$ cat config.mk
export PLATFORM = sky130hd
export DESIGN_NAME = clk_div_gen
export DESIGN_NICKNAME = d
export VERILOG_FILES = /design/src/rtl/clk_div_pkg.sv /design/src/rtl/clk_div_chan.sv /design/src/rtl/clk_div_gen.sv
export SDC_FILE = /design/constraint.sdc
export NUM_CORES = 1
export LEC_CHECK = 0
export CAP_MARGIN = 20
export CORE_AREA = 2 2 76 78
export DETAILED_ROUTE_END_ITERATION = 10
export DIE_AREA = 0 0 78 80
export GPL_ROUTABILITY_DRIVEN = 0
export PLACE_DENSITY = 0.75
export SYNTH_ARGS = -nofsm -noshare
export SYNTH_HDL_FRONTEND = slang
export SYNTH_SLANG_ARGS = --single-unit
export TNS_END_PERCENT = 50
$ cat constraint.sdc
create_clock -name sys_clk -period 4.1 [get_ports sys_clk]
set_clock_uncertainty 0.15 [all_clocks]
set_input_delay 1.025 -clock sys_clk [delete_from_list [all_inputs] [get_ports sys_clk]]
set_output_delay 1.025 -clock sys_clk [all_outputs]
set_load 0.05 [all_outputs]
$ cat src/rtl/clk_div_pkg.sv
// Shared constants, divide-ratio type and period helper for the clk_div_gen slice.
package clk_div_pkg;

  localparam int NCH     = 2;
  localparam int CNT_W   = 8;
  localparam int DEF_DIV = 0;

  typedef logic [CNT_W-1:0] div_t;

  // Full output period in sys_clk cycles for a given divide value.
  function automatic int period_of(input div_t div);
    return 2 * (int'(div) + 1);
  endfunction

endpackage

$ cat src/rtl/clk_div_chan.sv
// One divider channel: counter, active/shadow ratio, divided clock and edge strobes.
module clk_div_chan #(
  parameter int CNT_W   = 8,
  parameter int DEF_DIV = 0
) (
  input  logic             sys_clk,
  input  logic             rst,
  input  logic             ch_en,
  input  logic             cfg_load,
  input  logic             sync_restart,
  input  logic [CNT_W-1:0] div_in,
  output logic             clk_out,
  output logic             ce_rise,
  output logic             ce_fall,
  output logic             pending
);
  import clk_div_pkg::*;

  localparam logic [CNT_W-1:0] DEF_VAL = CNT_W'(DEF_DIV);

  logic [CNT_W-1:0] cnt_reg, cnt_next;
  logic [CNT_W-1:0] active_div_reg, active_div_next;
  logic [CNT_W-1:0] shadow_reg, shadow_next;
  logic             pending_reg, pending_next;
  logic             clk_reg, clk_next;
  logic             rise_reg, rise_next;
  logic             fall_reg, fall_next;
  logic             tc;

  assign tc = (cnt_reg == active_div_reg);

  always_comb begin
    cnt_next        = cnt_reg;
    active_div_next = active_div_reg;
    shadow_next     = shadow_reg;
    pending_next    = pending_reg;
    clk_next        = clk_reg;
    rise_next       = 1'b0;
    fall_next       = 1'b0;

    if (sync_restart) begin
      cnt_next = '0;
      clk_next = 1'b0;
      if (cfg_load) begin
        active_div_next = div_in;
        shadow_next     = div_in;
        pending_next    = 1'b0;
      end else if (pending_reg) begin
        active_div_next = shadow_reg;
        pending_next    = 1'b0;
      end
    end else begin
      if (!ch_en) begin
        // A forced stop is not a clock edge, so no strobe accompanies it.
        cnt_next = '0;
        clk_next = 1'b0;
      end else if (tc) begin
        cnt_next  = '0;
        clk_next  = ~clk_reg;
        rise_next = ~clk_reg;
        fall_next = clk_reg;
      end else begin
        cnt_next = cnt_reg + CNT_W'(1);
      end

      // A load coinciding with TC must wait for the following TC.
      if (cfg_load) begin
        shadow_next  = div_in;
        pending_next = 1'b1;
      end else if (pending_reg && (!ch_en || tc)) begin
        active_div_next = shadow_reg;
        pending_next    = 1'b0;
      end
    end
  end

  always_ff @(posedge sys_clk) begin
    if (rst) begin
      cnt_reg        <= '0;
      active_div_reg <= DEF_VAL;
      shadow_reg     <= DEF_VAL;
      pending_reg    <= 1'b0;
      clk_reg        <= 1'b0;
      rise_reg       <= 1'b0;
      fall_reg       <= 1'b0;
    end else begin
      cnt_reg        <= cnt_next;
      active_div_reg <= active_div_next;
      shadow_reg     <= shadow_next;
      pending_reg    <= pending_next;
      clk_reg        <= clk_next;
      rise_reg       <= rise_next;
      fall_reg       <= fall_next;
    end
  end

  assign clk_out = clk_reg;
  assign ce_rise = rise_reg;
  assign ce_fall = fall_reg;
  assign pending = pending_reg;

endmodule

$ cat src/rtl/clk_div_gen.sv
// Multi-channel programmable clock divider with glitch-free ratio updates and common restart.
module clk_div_gen #(
  parameter int NCH     = clk_div_pkg::NCH,
  parameter int CNT_W   = clk_div_pkg::CNT_W,
  parameter int DEF_DIV = clk_div_pkg::DEF_DIV
) (
  input  logic                 sys_clk,
  input  logic                 rst,
  input  logic [NCH-1:0]       ch_en,
  input  logic [NCH*CNT_W-1:0] div_val,
  input  logic                 cfg_load,
  input  logic                 sync_restart,
  output logic [NCH-1:0]       clk_out,
  output logic [NCH-1:0]       ce_rise,
  output logic [NCH-1:0]       ce_fall,
  output logic                 cfg_busy
);
  import clk_div_pkg::*;

  logic [NCH-1:0] pending_vec;
  logic           busy_reg;

  genvar gi;
  generate
    for (gi = 0; gi < NCH; gi++) begin : g_chan
      clk_div_chan #(
        .CNT_W   (CNT_W),
        .DEF_DIV (DEF_DIV)
      ) u_chan (
        .sys_clk      (sys_clk),
        .rst          (rst),
        .ch_en        (ch_en[gi]),
        .cfg_load     (cfg_load),
        .sync_restart (sync_restart),
        .div_in       (div_val[gi*CNT_W +: CNT_W]),
        .clk_out      (clk_out[gi]),
        .ce_rise      (ce_rise[gi]),
        .ce_fall      (ce_fall[gi]),
        .pending      (pending_vec[gi])
      );
    end
  endgenerate

  // Registered, so busy trails the pending bits by one cycle.
  always_ff @(posedge sys_clk) begin
    if (rst) begin
      busy_reg <= 1'b0;
    end else begin
      busy_reg <= |pending_vec;
    end
  end

  assign cfg_busy = busy_reg;

endmodule

* Yosys cells after proc, flatten, opt, wreduce, memory -nomap -nowiden
Cells that the tools add are included.
** Storage, ports and cells
- Flip-flop bits (word level) :: 57
- Bits of input ports :: 22
- Output and inout bits :: 7
- Logic and storage cells :: 62
** Operators by class
- Add/subtract/negate cells :: 2
- Eq/ne operators :: 5
- Muxes and demuxes :: 14
- Bitwise operators :: 6
- Reduce and logical (&&, ||, !) cells :: 20
** Operators with widths (number)
- 8-bit two-way mux :: 10
- 8-bit by 1-bit adder with 8-bit output, second input constant :: 2
- 8-bit == test :: 2
- 4-bit OR reduction :: 4
- 2-bit nonzero test :: 4
- 3-bit by 2-bit != test with 1-bit output, second input constant :: 2
- 1-bit inverter :: 6
- 3-bit AND reduction :: 2
- 3-bit OR reduction :: 2
- 1-bit two-way mux :: 4
- 2-bit OR reduction :: 2
- 1-bit logical AND :: 2
- 1-bit logical NOT :: 2
- 1-bit logical OR :: 2
- 2-bit by 1-bit != test with 1-bit output, second input constant :: 1

* Longest topological paths before layout
- Word-level depth :: 6
- Gate-level depth with buffers :: 6
- Gate-level depth less buffers :: 4

* Hierarchy
From an unflattened synthesis, not the netlist that was laid out.
** Unflattened totals
- Cells, all modules :: 308
- Area total of the unflattened synthesis :: 2855.2 um^2
** Modules (own cells, without submodules)
- clk_div_chan :: instances 2, cells each 153, area each 1412.6 um^2, sequential area each 560.5 um^2
- clk_div_gen :: instances 1, cells each 2, area each 30.0 um^2, sequential area each 20.0 um^2

* Worst setup path before layout
Ideal clock, no wire load.
- Kind :: input -> register
- From :: input rst
- To :: register g_chan[1].u_chan.active_div_reg[5]
- Library setup time :: 86 ps
- Arrival time :: 2064 ps
- Required time :: 3864 ps
- Setup slack :: 1799 ps
- Stages on the path :: 6
- Buffers on the path :: 2
- Cell sequence :: buf_2 > nor2_2 > and2_1 > a21bo_4 > buf_6 > a221oi_2
** RTL lines
- from (decl) :: RTL line clk_div_gen.sv:8 : input logic rst,
- to (signal assigned) :: RTL line clk_div_chan.sv:88 : active_div_reg <= active_div_next;
- to (decl) :: RTL line clk_div_chan.sv:22 : logic [CNT_W-1:0] active_div_reg, active_div_next;

* Worst setup path after layout
- From :: register g_chan[0].u_chan.clk_reg
- To :: output clk_out[0]
** RTL lines
- from (decl) :: RTL line clk_div_chan.sv:25 : logic clk_reg, clk_next;
- from (signal assigned) :: RTL line clk_div_chan.sv:91 : clk_reg <= clk_next;
- to (decl) :: RTL line clk_div_gen.sv:13 : output logic [NCH-1:0] clk_out,
No word-level cell between the ends.

==> results.txt <==
- In the routed layout, each cell is associated on average with a via count of 5.494.
* Worst hold-check path type: flop to flop
- Together, buffers and inverters on the worst path number 1.
- Compared with the post-synthesis result, the final layout area differs by 16.25%.
* Final WL: 5354 µm
- Nature of the critical path startpoint: flop
* Clock edge transition at the registers on the reported setup and hold paths: 0.06 ns
- Initial standard-cell utilization of the core: 50.56%
- The tree is rooted in a clkbuf_8.
- Summed negative setup slack over all endpoints: 0 ns
* Filler Cells Inserted: 481
- IR drop worst, VDD: 0.4202 mV
- Part of the power in combinational logic: 15.7%
* Area fraction in compound gates after synthesis: 13.28%
* Slew @ Worst Pin: 0.8996 ns
* Detailed Place HPWL: 3682 µm
* H-tree Lvls: 3
- Top cell type by total area after synthesis: dfxtp_1
- Number of DRC markers in iteration 0: 90
- Largest driver fanout on the critical path: 4
- The routed design could run at a clock period as short as 2.691 ns.
- In the synthesized netlist, mux cells make up 6.227% of the area.
* Largest net degree at the start of global routing: 53
* Worst setup EP type: output port
- The initial antenna violation count was 0.
- Clock sink count: 57
- Global routing used 18.75% of the available tracks across all layers.
- Global-route congestion overflow total: 0
* Post CTS Setup Buffer Count: 0
- Relative slew slack: 40.03%
- The clock passes through at most 2 buffers.
- The first global-routing pass estimated 9239 µm of wire.
- FP Rows: 27
- Total iterations of the first detailed-routing run: 4
* Simple-gate share of the synthesized area: 23.63%
- Dominant combinational cell family by area after synthesis: simple AND/OR/NAND/NOR gates
* Worst stage delay on the critical path: 0.82 ns
- Synthesis Warnings: 0
* Xor-xnor portion of the synthesized cell area: 8.974%
* CP Class: flop to output port
* DRC violation count after routing: 0
* Share of synthesized area occupied by flip-flops and latches: 41.76%
- Switching portion of total power: 27.48%
- Setup violations remaining at the end of the flow were counted as 0.
- Internal power consumption: 0.0009379 W
* Power per unit of standard cell area: 407.1 nW/µm²
- Port Buffer Count: 28
* Area contributors post-synth: dfxtp_1 (42%), nor2_1 (6.6%), mux2i_1 (6.2%)
- Share of async-settable or async-resettable flops after synthesis: 0%
- The die covers 6240 µm².
- Number of flip-flops and latches in the synthesized netlist: 57
* Data required time at the worst endpoint: 2.92 ns
- The final count of hold timing violations came to 0.
- Summing the areas of all fa, ha and maj instances in the mapped netlist gives 0.9158% of the synthesized area.
- Setup repair after global routing left no endpoint under its margin.
- In the final layout, the share of cells above drive strength 1 is 8.946%.
* Standard cell with the maximum stage delay on the critical path: clkdlybuf4s50_1
- Synthesized netlist cell count: 290
- Of the total power, registers draw 47.4%.
- Nets: 333
- Critical path data arrival time: 1.52 ns
* Most frequently used flop master after synthesis: dfxtp_1
- Summing over every cut layer, the via total after detailed routing is 2,115.
* Yosys top cell area share: 41.76%
- The final count of pins violating max slew is 0.
* Maximum clock frequency: 371.6 MHz
* Routed wire length per instance: 13.91 µm
- After floorplanning, the core was sized to cover 5405 µm².
- The number of nets handed over by synthesis was 314.
* CTS hold repair buffers: 0
- For this design the top-level I/O count stands at 29.
- Period utilization: 65.63%
- 0 antenna diodes ended up in the layout.
- The clock network accounts for 36.9% of the total power.
- Synthesis instantiated 34 different standard cells from the library.
* Maximum capacitance violations: 0
- Walking the worst path, the cells encountered are clkdlybuf4s50_1.
* Top cell family by delay on the critical path: buffers and inverters
- Counting flops with a built-in enable in the synthesized netlist gives 0.
- Die width: 78 µm
* Remaining antenna violation count: 0
- Across all hold checks on the routed design, the worst slack comes to 0.2929 ns.
- Result of the run: complete, no violations
* Seq. cell area: 1141 µm²
* Area of the multi-input gates: 1449 µm²
- Average cell area after synthesis: 9.423 µm²
* Most numerous cell in the Yosys netlist: dfxtp_1
- The clock reaches the later pin of the worst-skew pair after 0.34 ns.
- Via count of the first global-routing pass: 1,991
- Ranked by instance count, the synthesized netlist is headed by dfxtp_1 (57), nor2_1 (48), xor2_1 (18).
- Die Span Y: 80 µm
- Net load switching power: 0.0003554 W
- Number of gates given a new drive strength after cts: 0
- For this design the static power due to leakage is 1.196 nW.
- TritonCTS built the clock tree.
* Post-synthesis cell area: 2733 µm²
- The number of clock buffers added by TritonCTS is 9.
[logic make-up after synthesis]
group,Yosys count
buf+inv,28
simple gates,115
mux,17
flops,57
xor+xnor,28
compound gates,43
fa+ha+maj,2
[final timing paths]
| kind | cells after the start | endpoint | startpoint | slack, ns |
|---|---|---|---|---|
| setup / recovery | 1 | clk_out[0] | g_chan[0].u_chan.clk_out | 1.41 |
| hold / removal | 1 | g_chan[1].u_chan.ce_rise | g_chan[1].u_chan.clk_out | 0.29 |
| setup reg to reg | 4 | g_chan[1].u_chan.active_div_reg[1] | g_chan[1].u_chan.cnt_reg[2] | 2.35 |
| hold reg to reg | 1 | g_chan[1].u_chan.ce_rise | g_chan[1].u_chan.clk_out | 0.29 |
[cell type report]
class                   instances  share of cell area, %
clock buffers                  12                  5.199
inverters                       5                 0.5908
repair buffers                 31                  9.374
clock inverters                 3                 0.4726
flip-flops and latches         57                  35.92
well taps                      72                  2.836
multi-input cells             205                  45.61
[through the flow]
step           setup slack [ns]  instances  cell area (µm²)   power, W  util (%)
6_report                  1.409        385             3177   0.001293     58.77
5_1_grt                   1.256        385             3177   0.001355     58.77
4_1_cts                   1.389        384             3169   0.001300     58.63
3_5_place_dp              1.134        369             2989  0.0008262     55.30
3_3_place_gp              1.121        369             2989  0.0008208     55.30
2_1_floorplan             1.799        290             2733  0.0007731         -
[cell usage in the layout, fill, tap and decap left out, types with 2 or more instances in the layout]
master	instances
inv_1	5
xor2_1	18
o21ai_1	3
and3_1	4
clkbuf_8	12
nand3_1	12
ha_1	2
mux2i_1	17
clkinv_2	3
a221oi_2	2
dfxtp_1	57
a21oi_1	4
nor4_4	2
clkdlybuf4s50_1	27
xnor2_1	10
and3_2	2
a221oi_1	14
nor2_1	48
and4_1	2
o21a_1	2
buf_4	3
nor3_1	2
nand3b_1	15
nand4_1	2
nand2_1	5
nor3b_1	16
o311ai_0	15
and2_1	2
[power by group through the flow]
| stage | sequential [W] | combinational, W | clock (W) |
|---|---|---|---|
| detailed placement | 0.000625 | 0.000201 | 0 |
| CTS | 0.000613 | 0.000203 | 0.000485 |
| finish | 0.000613 | 0.000203 | 0.000477 |
| global placement | 0.000623 | 0.000198 | 0 |
| floorplan | 0.000619 | 0.000154 | 0 |
| global route | 0.000617 | 0.000226 | 0.000512 |
[worst reg2reg max path: stages, from the launching register on]
cell and delay [ns]:
dfxtp_1 0.42, xor2_1 0.13, nor4_4 0.41, nand2_2 0.22
a221oi_1 0.32
[metal layers]
layer	track usage, %	routed length, µm	vias up
met5	0	0	-
met4	5.965	85	0
met3	7.127	237	8
met2	28.79	2426	41
met1	24.33	2605	990
li1	-	-	1076
Power figures use the tool's default switching activity.
